<file path="src/rtl/rr_bus_arbiter.sv">
// Round-robin arbiter sharing one registered output bus between requesters.
// Grants are held for a burst ending on req_last or after MAX_BURST beats.
module rr_bus_arbiter #(
  parameter int NUM_REQ   = 4,
  parameter int DATA_W    = 8,
  parameter int MAX_BURST = 4
) (
  input  logic                      clk,
  input  logic                      rst,
  input  logic [NUM_REQ-1:0]        req_valid,
  input  logic [NUM_REQ-1:0]        req_last,
  input  logic [NUM_REQ*DATA_W-1:0] req_data,
  output logic [NUM_REQ-1:0]        req_ready,
  output logic                      out_valid,
  output logic [DATA_W-1:0]         out_data,
  output logic [3:0]                out_slice,
  output logic [2:0]                out_src,
  input  logic                      out_ready,
  output logic                      busy
);

  localparam logic [0:0] S_IDLE   = 1'b0;
  localparam logic [0:0] S_GRANT  = 1'b1;
  localparam logic [2:0] LAST_RST = 3'(NUM_REQ - 1);
  localparam logic [3:0] MAX_B    = 4'(MAX_BURST);

  logic [0:0]        state_q, state_d;
  logic [2:0]        g_q, g_d;
  logic [2:0]        last_q, last_d;
  logic [3:0]        cnt_q, cnt_d;
  logic              out_valid_q, out_valid_d;
  logic [DATA_W-1:0] out_data_q, out_data_d;
  logic [2:0]        out_src_q, out_src_d;

  logic [2:0]        pick;
  logic              sel_valid;
  logic              sel_last;
  logic [DATA_W-1:0] sel_data;
  logic              can_load;
  logic              xfer;
  logic              burst_end;

  // Descending distance scan: the closest requester after last_q wins.
  always_comb begin
    pick = last_q;
    for (int k = NUM_REQ; k >= 1; k--) begin
      for (int j = 0; j < NUM_REQ; j++) begin
        if (req_valid[j] && j == (int'(last_q) + k) % NUM_REQ)
          pick = 3'(j);
      end
    end
  end

  // Only the granted lane is looked at, so X on other lanes stays out.
  always_comb begin
    sel_valid = 1'b0;
    sel_last  = 1'b0;
    sel_data  = '0;
    for (int i = 0; i < NUM_REQ; i++) begin
      if (g_q == 3'(i)) begin
        sel_valid = req_valid[i];
        sel_last  = req_last[i];
        sel_data  = req_data[i*DATA_W +: DATA_W];
      end
    end
  end

  assign can_load  = !out_valid_q || out_ready;
  assign busy      = (state_q == S_GRANT);
  assign xfer      = busy && sel_valid && can_load;
  assign burst_end = xfer && (sel_last || (cnt_q + 4'd1 == MAX_B));

  always_comb begin
    req_ready = '0;
    for (int i = 0; i < NUM_REQ; i++)
      req_ready[i] = busy && (g_q == 3'(i)) && can_load;
  end

  always_comb begin
    state_d = state_q;
    g_d     = g_q;
    last_d  = last_q;
    cnt_d   = cnt_q;
    case (state_q)
      S_IDLE: begin
        if (|req_valid) begin
          state_d = S_GRANT;
          g_d     = pick;
          last_d  = pick;
          cnt_d   = 4'd0;
        end
      end
      S_GRANT: begin
        if (burst_end) begin
          state_d = S_IDLE;
          cnt_d   = 4'd0;
        end else if (xfer) begin
          cnt_d   = cnt_q + 4'd1;
        end
      end
      default: state_d = S_IDLE;
    endcase
  end

  always_comb begin
    out_valid_d = out_valid_q;
    out_data_d  = out_data_q;
    out_src_d   = out_src_q;
    if (xfer) begin
      out_valid_d = 1'b1;
      out_data_d  = sel_data;
      out_src_d   = g_q;
    end else if (out_ready) begin
      out_valid_d = 1'b0;
    end
  end

  always_ff @(posedge clk or posedge rst) begin
    if (rst) begin
      state_q     <= S_IDLE;
      g_q         <= 3'd0;
      last_q      <= LAST_RST;
      cnt_q       <= 4'd0;
      out_valid_q <= 1'b0;
      out_data_q  <= '0;
      out_src_q   <= 3'd0;
    end else begin
      state_q     <= state_d;
      g_q         <= g_d;
      last_q      <= last_d;
      cnt_q       <= cnt_d;
      out_valid_q <= out_valid_d;
      out_data_q  <= out_data_d;
      out_src_q   <= out_src_d;
    end
  end

  assign out_valid = out_valid_q;
  assign out_data  = out_data_q;
  assign out_src   = out_src_q;
  assign out_slice = out_data_q[4:1];

endmodule

</file>
<file path="config.mk">
export PLATFORM = sky130hd
export DESIGN_NAME = rr_bus_arbiter
export DESIGN_NICKNAME = d
export VERILOG_FILES = /design/src/rtl/rr_bus_arbiter.sv
export SDC_FILE = /design/constraint.sdc
export NUM_CORES = 1
export LEC_CHECK = 0
export CAP_MARGIN = 25
export CORE_AREA = 3 3 54 81
export DETAILED_ROUTE_END_ITERATION = 6
export DIE_AREA = 0 0 57 84
export GPL_TIMING_DRIVEN = 1
export PLACE_DENSITY = 0.72
export SETUP_SLACK_MARGIN = 0.4
export SLEW_MARGIN = 15
export SYNTH_ARGS = -nofsm -noshare
export SYNTH_HDL_FRONTEND = slang
export SYNTH_SLANG_ARGS = --single-unit
export TNS_END_PERCENT = 10
</file>
<file path="constraint.sdc">
create_clock -name clk -period 2.1 [get_ports clk]
set_clock_uncertainty 0.2 [all_clocks]
set_input_delay 0.525 -clock clk [delete_from_list [all_inputs] [get_ports clk]]
set_output_delay 0.525 -clock clk [all_outputs]
set_load 0.03 [all_outputs]
</file>
# Word-level counts from Yosys, hierarchy flattened
# Cells that the tools add are included.
# W data, S select, Z words.
# op_classes
div	0
shift	0
add_sub_neg	5
n_reduce_logical	43
bitwise	5
mux	37
multipliers	0
eq_ne	18
magnitude_cmp	0
# ops
cell	count
$logic_not A32 Y1	4
$mux W3	16
$mux W8	4
$logic_and A1 B1 Y1	27
$eq A3 B3 Y1 const A	8
$eq A2 B3 Y1 const A	4
$mux W1	12
$mux W4	3
$pmux W4 S2	1
$reduce_or A2 Y1	4
$eq A3 B2 Y1 const B	2
$add A2 B1 Y2 const B	2
$add A2 B2 Y2 const B	2
$add A4 B1 Y4 const B	1
$and A1 B1 Y1 const A	4
$eq A4 B3 Y1 const B	1
$reduce_and A2 Y1	2
$reduce_or A4 Y1	1
$eq A3 B1 Y1 const B	1
$logic_not A3 Y1	1
$ne A3 B1 Y1 const B	1
$logic_or A1 B1 Y1	2
$ne A2 B2 Y1 const B	1
$pmux W1 S2	1
3 further kinds	3
# word_totals
latchBits	0
mem_count	0
reg_bits	23
ramBits	0
out_inout_bits	21
romBits	0

# Longest topological paths before layout
# depth
word_depth	21
ltp_mapped	7

# Worst setup path before layout
# OpenSTA, ideal clock, no wires.
# synth_timing
path_type	register -> output
startpoint	register g_q[1]
endpoint	output port req_ready[2]
setup_slack_ns	-0.195
t_arrival_ns	1.570
n_path_buf	2
path_stages_with_launch	5
required_ns	1.375
path_cell_list	dfrtp_1 buf_6 clkbuf_1 inv_1 nor3_1
# synth_via
elab_chain_len	3
# synth_rtl
element	line_no	source
start, declared	28	logic [2:0] g_q, g_d;
start signal, assigned	129	g_q <= g_d;
$eq A3 B2 Y1	76	req_ready[i] = busy && (g_q == 3'(i)) && can_load;
$logic_and A1 B1 Y1 (2 in series)	76	
end, declared	13	output logic [NUM_REQ-1:0] req_ready,
# No other way between the ends.

# Worst setup path after layout
# layout_timing
startpoint	register g_q[1]
endpoint	register out_data_q[0] (netlist: out_data[0])
# layout_via
elab_chain_len	7
word_cells_on_any_way	14
# layout_rtl
element	line_no	source
$logic_not A3 Y1	60	if (g_q == 3'(i)) begin
$mux W1 (4 in series)	60	
$logic_and A1 B1 Y1 (2 in series)	70	assign xfer = busy && sel_valid && can_load;
end signal, assigned	133	out_data_q <= out_data_d;
end, declared	32	logic [DATA_W-1:0] out_data_q, out_data_d;
# Parallel ways exist; a longest one is shown, timed or not.
# A chain may end at the register's enable or synchronous reset.

==> qor.csv <==
metric;value;unit
Synth-to-Final Area Change;58.8;%
Primary FF master, synth;dfrtp_1;
count of mapped cells out of synthesis;117;
final worst path period need;1.94;ns
Area contributors post-synth;dfrtp_1 33%, mux4_2 15%, mux2_4 5.5%;
count of unresolved DRC violations after routing;0;
count of antenna-violating nets left after detailed routing;0;
DR iter-0 viols;54;
clock network fraction of design power;8.7;%
sequential share of power;24.6;%
power share of the combinational group;66.6;%
maximum clock frequency;0.515;GHz
worst ir drop on vdd;1.02;mV
starting density of the core;36.6;%
slowest cell on the critical path;mux4_2;
number of non-filler instances in the completed layout;235;
buffers added on ports;62;
largest net degree at the start of global routing;21;
Post-synth top cells;18 x dfrtp_1, 9 x mux4_2, 8 x nand2_1, 7 x inv_1, 7 x o21ai_0;
area of the die;4790;um^2
I/O pin cnt;64;
most used standard cell by instance count after synthesis;dfrtp_1;
power spent charging and discharging nets;1.32;mW
cell breakdown of the critical path;buf_4 > mux4_2 > and3_4 > mux2_4;
routed via count;1264;
Placed Cells;226;
status;completed;
Post-Syn Area per Cell;11.6;um^2
Skew-Pair Late Insertion Delay;0.26;ns
flip-flop and latch count after synthesis;20;
Pins Over Slew Limit;0;
number of nets in the finished design;238;
Bufs on Longest Clock Path;2;
core region area;3720;um^2
total length of routed met3 wires;252;um
ratio of routed vias to standard cells;5.38;
DR top layer;met4;
clock slew at reported path FFs;0.07;ns
number of endpoints failing setup at the final stage;0;
Synth async-reset ratio;100;%
Net Count, Synth;162;
wire length after detailed routing;3990;um
cell family with the largest share of critical-path delay;multiplexers;
routability-driven placement congestion ratio;0.811;
CTS H-Tree Depth;1;
drt pass-1 iters;4;
Sum Neg Setup Slack;0;ns
global-route congestion overflow total;0;
number of buffers inserted during clock tree synthesis;3;
Power Dens Cells;1380;nW/um^2
Post-Route Utilization;58.2;%
startpoint kind of the worst setup timing path;flop;
clock sinks;20;
hold buffers post-CTS;0;
total standard cell area after synthesis;1360;um^2
RSZ-0062 raised after global routing;true;
longest individual stage delay on the worst path;0.53;ns
WP buf/inv;1;
overall routing resource usage;18.2;%
top cell type's share of synthesized area;33.1;%
number of antenna violations at the first check in global routing;0;
root buffer cell;clkbuf_8;
Crit path arrival time;1.89;ns
number of rows in the core area;27;
share of final-layout standard cells stronger than drive strength 1;33.9;%
number of flops mapped to enable cells by yosys;0;
Final Total Pwr;2.99;mW
library cells used by synthesis;36;
DR WL met2;2240;um
final cycle utilization of the critical path;92.4;%
startpoint-to-endpoint class of the critical path;reg2reg;
max-cap check violation count;0;
TritonCTS clock tree;done;
HPWL after DPL;3150;um
critical-path maximum fanout;7;
worst hold path type;reg2reg;
dominant cell type by area after synthesis;dfrtp_1;
wire length of the first global-routing pass;6930;um
WL met1;1430;um
register area share after synthesis;36.9;%
Synthesis Warnings;0;
switching part of the total;44.0;%
CP Capture Type;flop;
leakage power;0.967;nW
Internal;1.68;mW
number of antenna diodes;0;
die boundary height;84;um
endpoint required time on the critical path;2.04;ns
average wire length per cell after detail routing;17.0;um
vias in the first global route;1458;
setup slack of the most critical reg-to-reg path;0.16;ns
floorplan die width;57;um
final count of hold timing violations;0;
per-layer routing:
layer	up-vias	GRT usage, %
met2	56	35.6
li1	581	-
met5	-	0
met3	9	3.56
met4	0	5.27
met1	618	18.6
state kept, by name, indices dropped and copies added (netlist names):
name       cells
out_data       8
cnt_q          4
g_q            2
last_q         2
out_src        2
busy           1
out_valid      1
power groups by stage:
stage	Sequential, mW	Clock (mW)	Combinational, mW
after floorplan	0.938	0	1.17
final	0.737	0.261	1.99
after CTS	0.734	0.268	2.01
after global routing	0.769	0.286	2.14
after global placement	0.753	0	1.92
after detailed placement	0.767	0	1.96
worst register-to-register path: stages, from the launching register on:
cell and delay [ns]:
dfrtp_2 0.41, buf_4 0.13, mux4_2 0.53, and3_4 0.25
mux2_4 0.31
what timing repair did:
item / CTS / global route
gates resized for setup: 38 / 4
pin swaps: 8 / 4
buffers inserted: 4 / 0
cloned: 1 / 0
endpoints found under the setup margin: 39 / 39
hold endpoints to repair: 0 / 0
kinds of logic (layout without fill, tap and decap cells):
kind of cell               Yosys count  after routing  synth area share, %
and+or+nand+nor                     30             31                 12.1
adders and majority gates            2              2                 1.84
other                                1              1                0.275
DFF                                 20             20                 36.9
AOI/OAI and AO/OA                   24             24                 13.0
buffers and inverters               19             93                 8.73
muxes                               21             21                 27.1
stage by stage:
step / worst slack (ns) / hold slack [ns] / area, um^2
after detailed placement: -0.362 / 0.281 / 2090
after global placement: -0.284 / 0.274 / 2090
after CTS: 0.118 / 0.298 / 2160
after global routing: 0.0366 / 0.325 / 2160
final: 0.159 / 0.289 / 2160
after floorplan: -0.0783 / 0.274 / 1410
worst paths after layout:
kind / from / to / cells after the start
hold / removal: out_src[1] / out_src[1] / 2
hold reg to reg: out_src[1] / out_src[1] / 2
min in group asynchronous: rst / out_data[4] / 3
setup / recovery: g_q[1] / out_data[0] / 4
max in group asynchronous: rst / last_q[0] / 3
setup reg to reg: g_q[1] / out_data[0] / 4
cell type report:
type	count	area, um^2
well taps	43	53.8
multi-input cells	79	788
clock buffers	4	45.0
repair buffers	82	742
flip-flops and latches	20	507
fillers	345	1550
inverters	7	26.3
cells in the final DEF (no fill, tap or decap), types with 3 or more instances in the layout:
master,synthesis,layout
dlygate4sd2_1,0,20
inv_1,7,6
nand3b_1,3,3
nand3_1,5,3
o21ai_0,7,6
clkdlybuf4s15_1,0,4
buf_4,5,21
buf_6,2,3
mux2_4,5,5
a31oi_1,5,5
nor2_1,3,3
clkdlybuf4s50_1,0,33
clkbuf_8,0,3
nand2_1,8,7
nand2b_1,4,3
a21oi_1,4,4
dfrtp_2,0,3
mux2_2,4,4
dfrtp_1,18,15
mux4_2,9,10
Power figures use the tool's default switching activity.
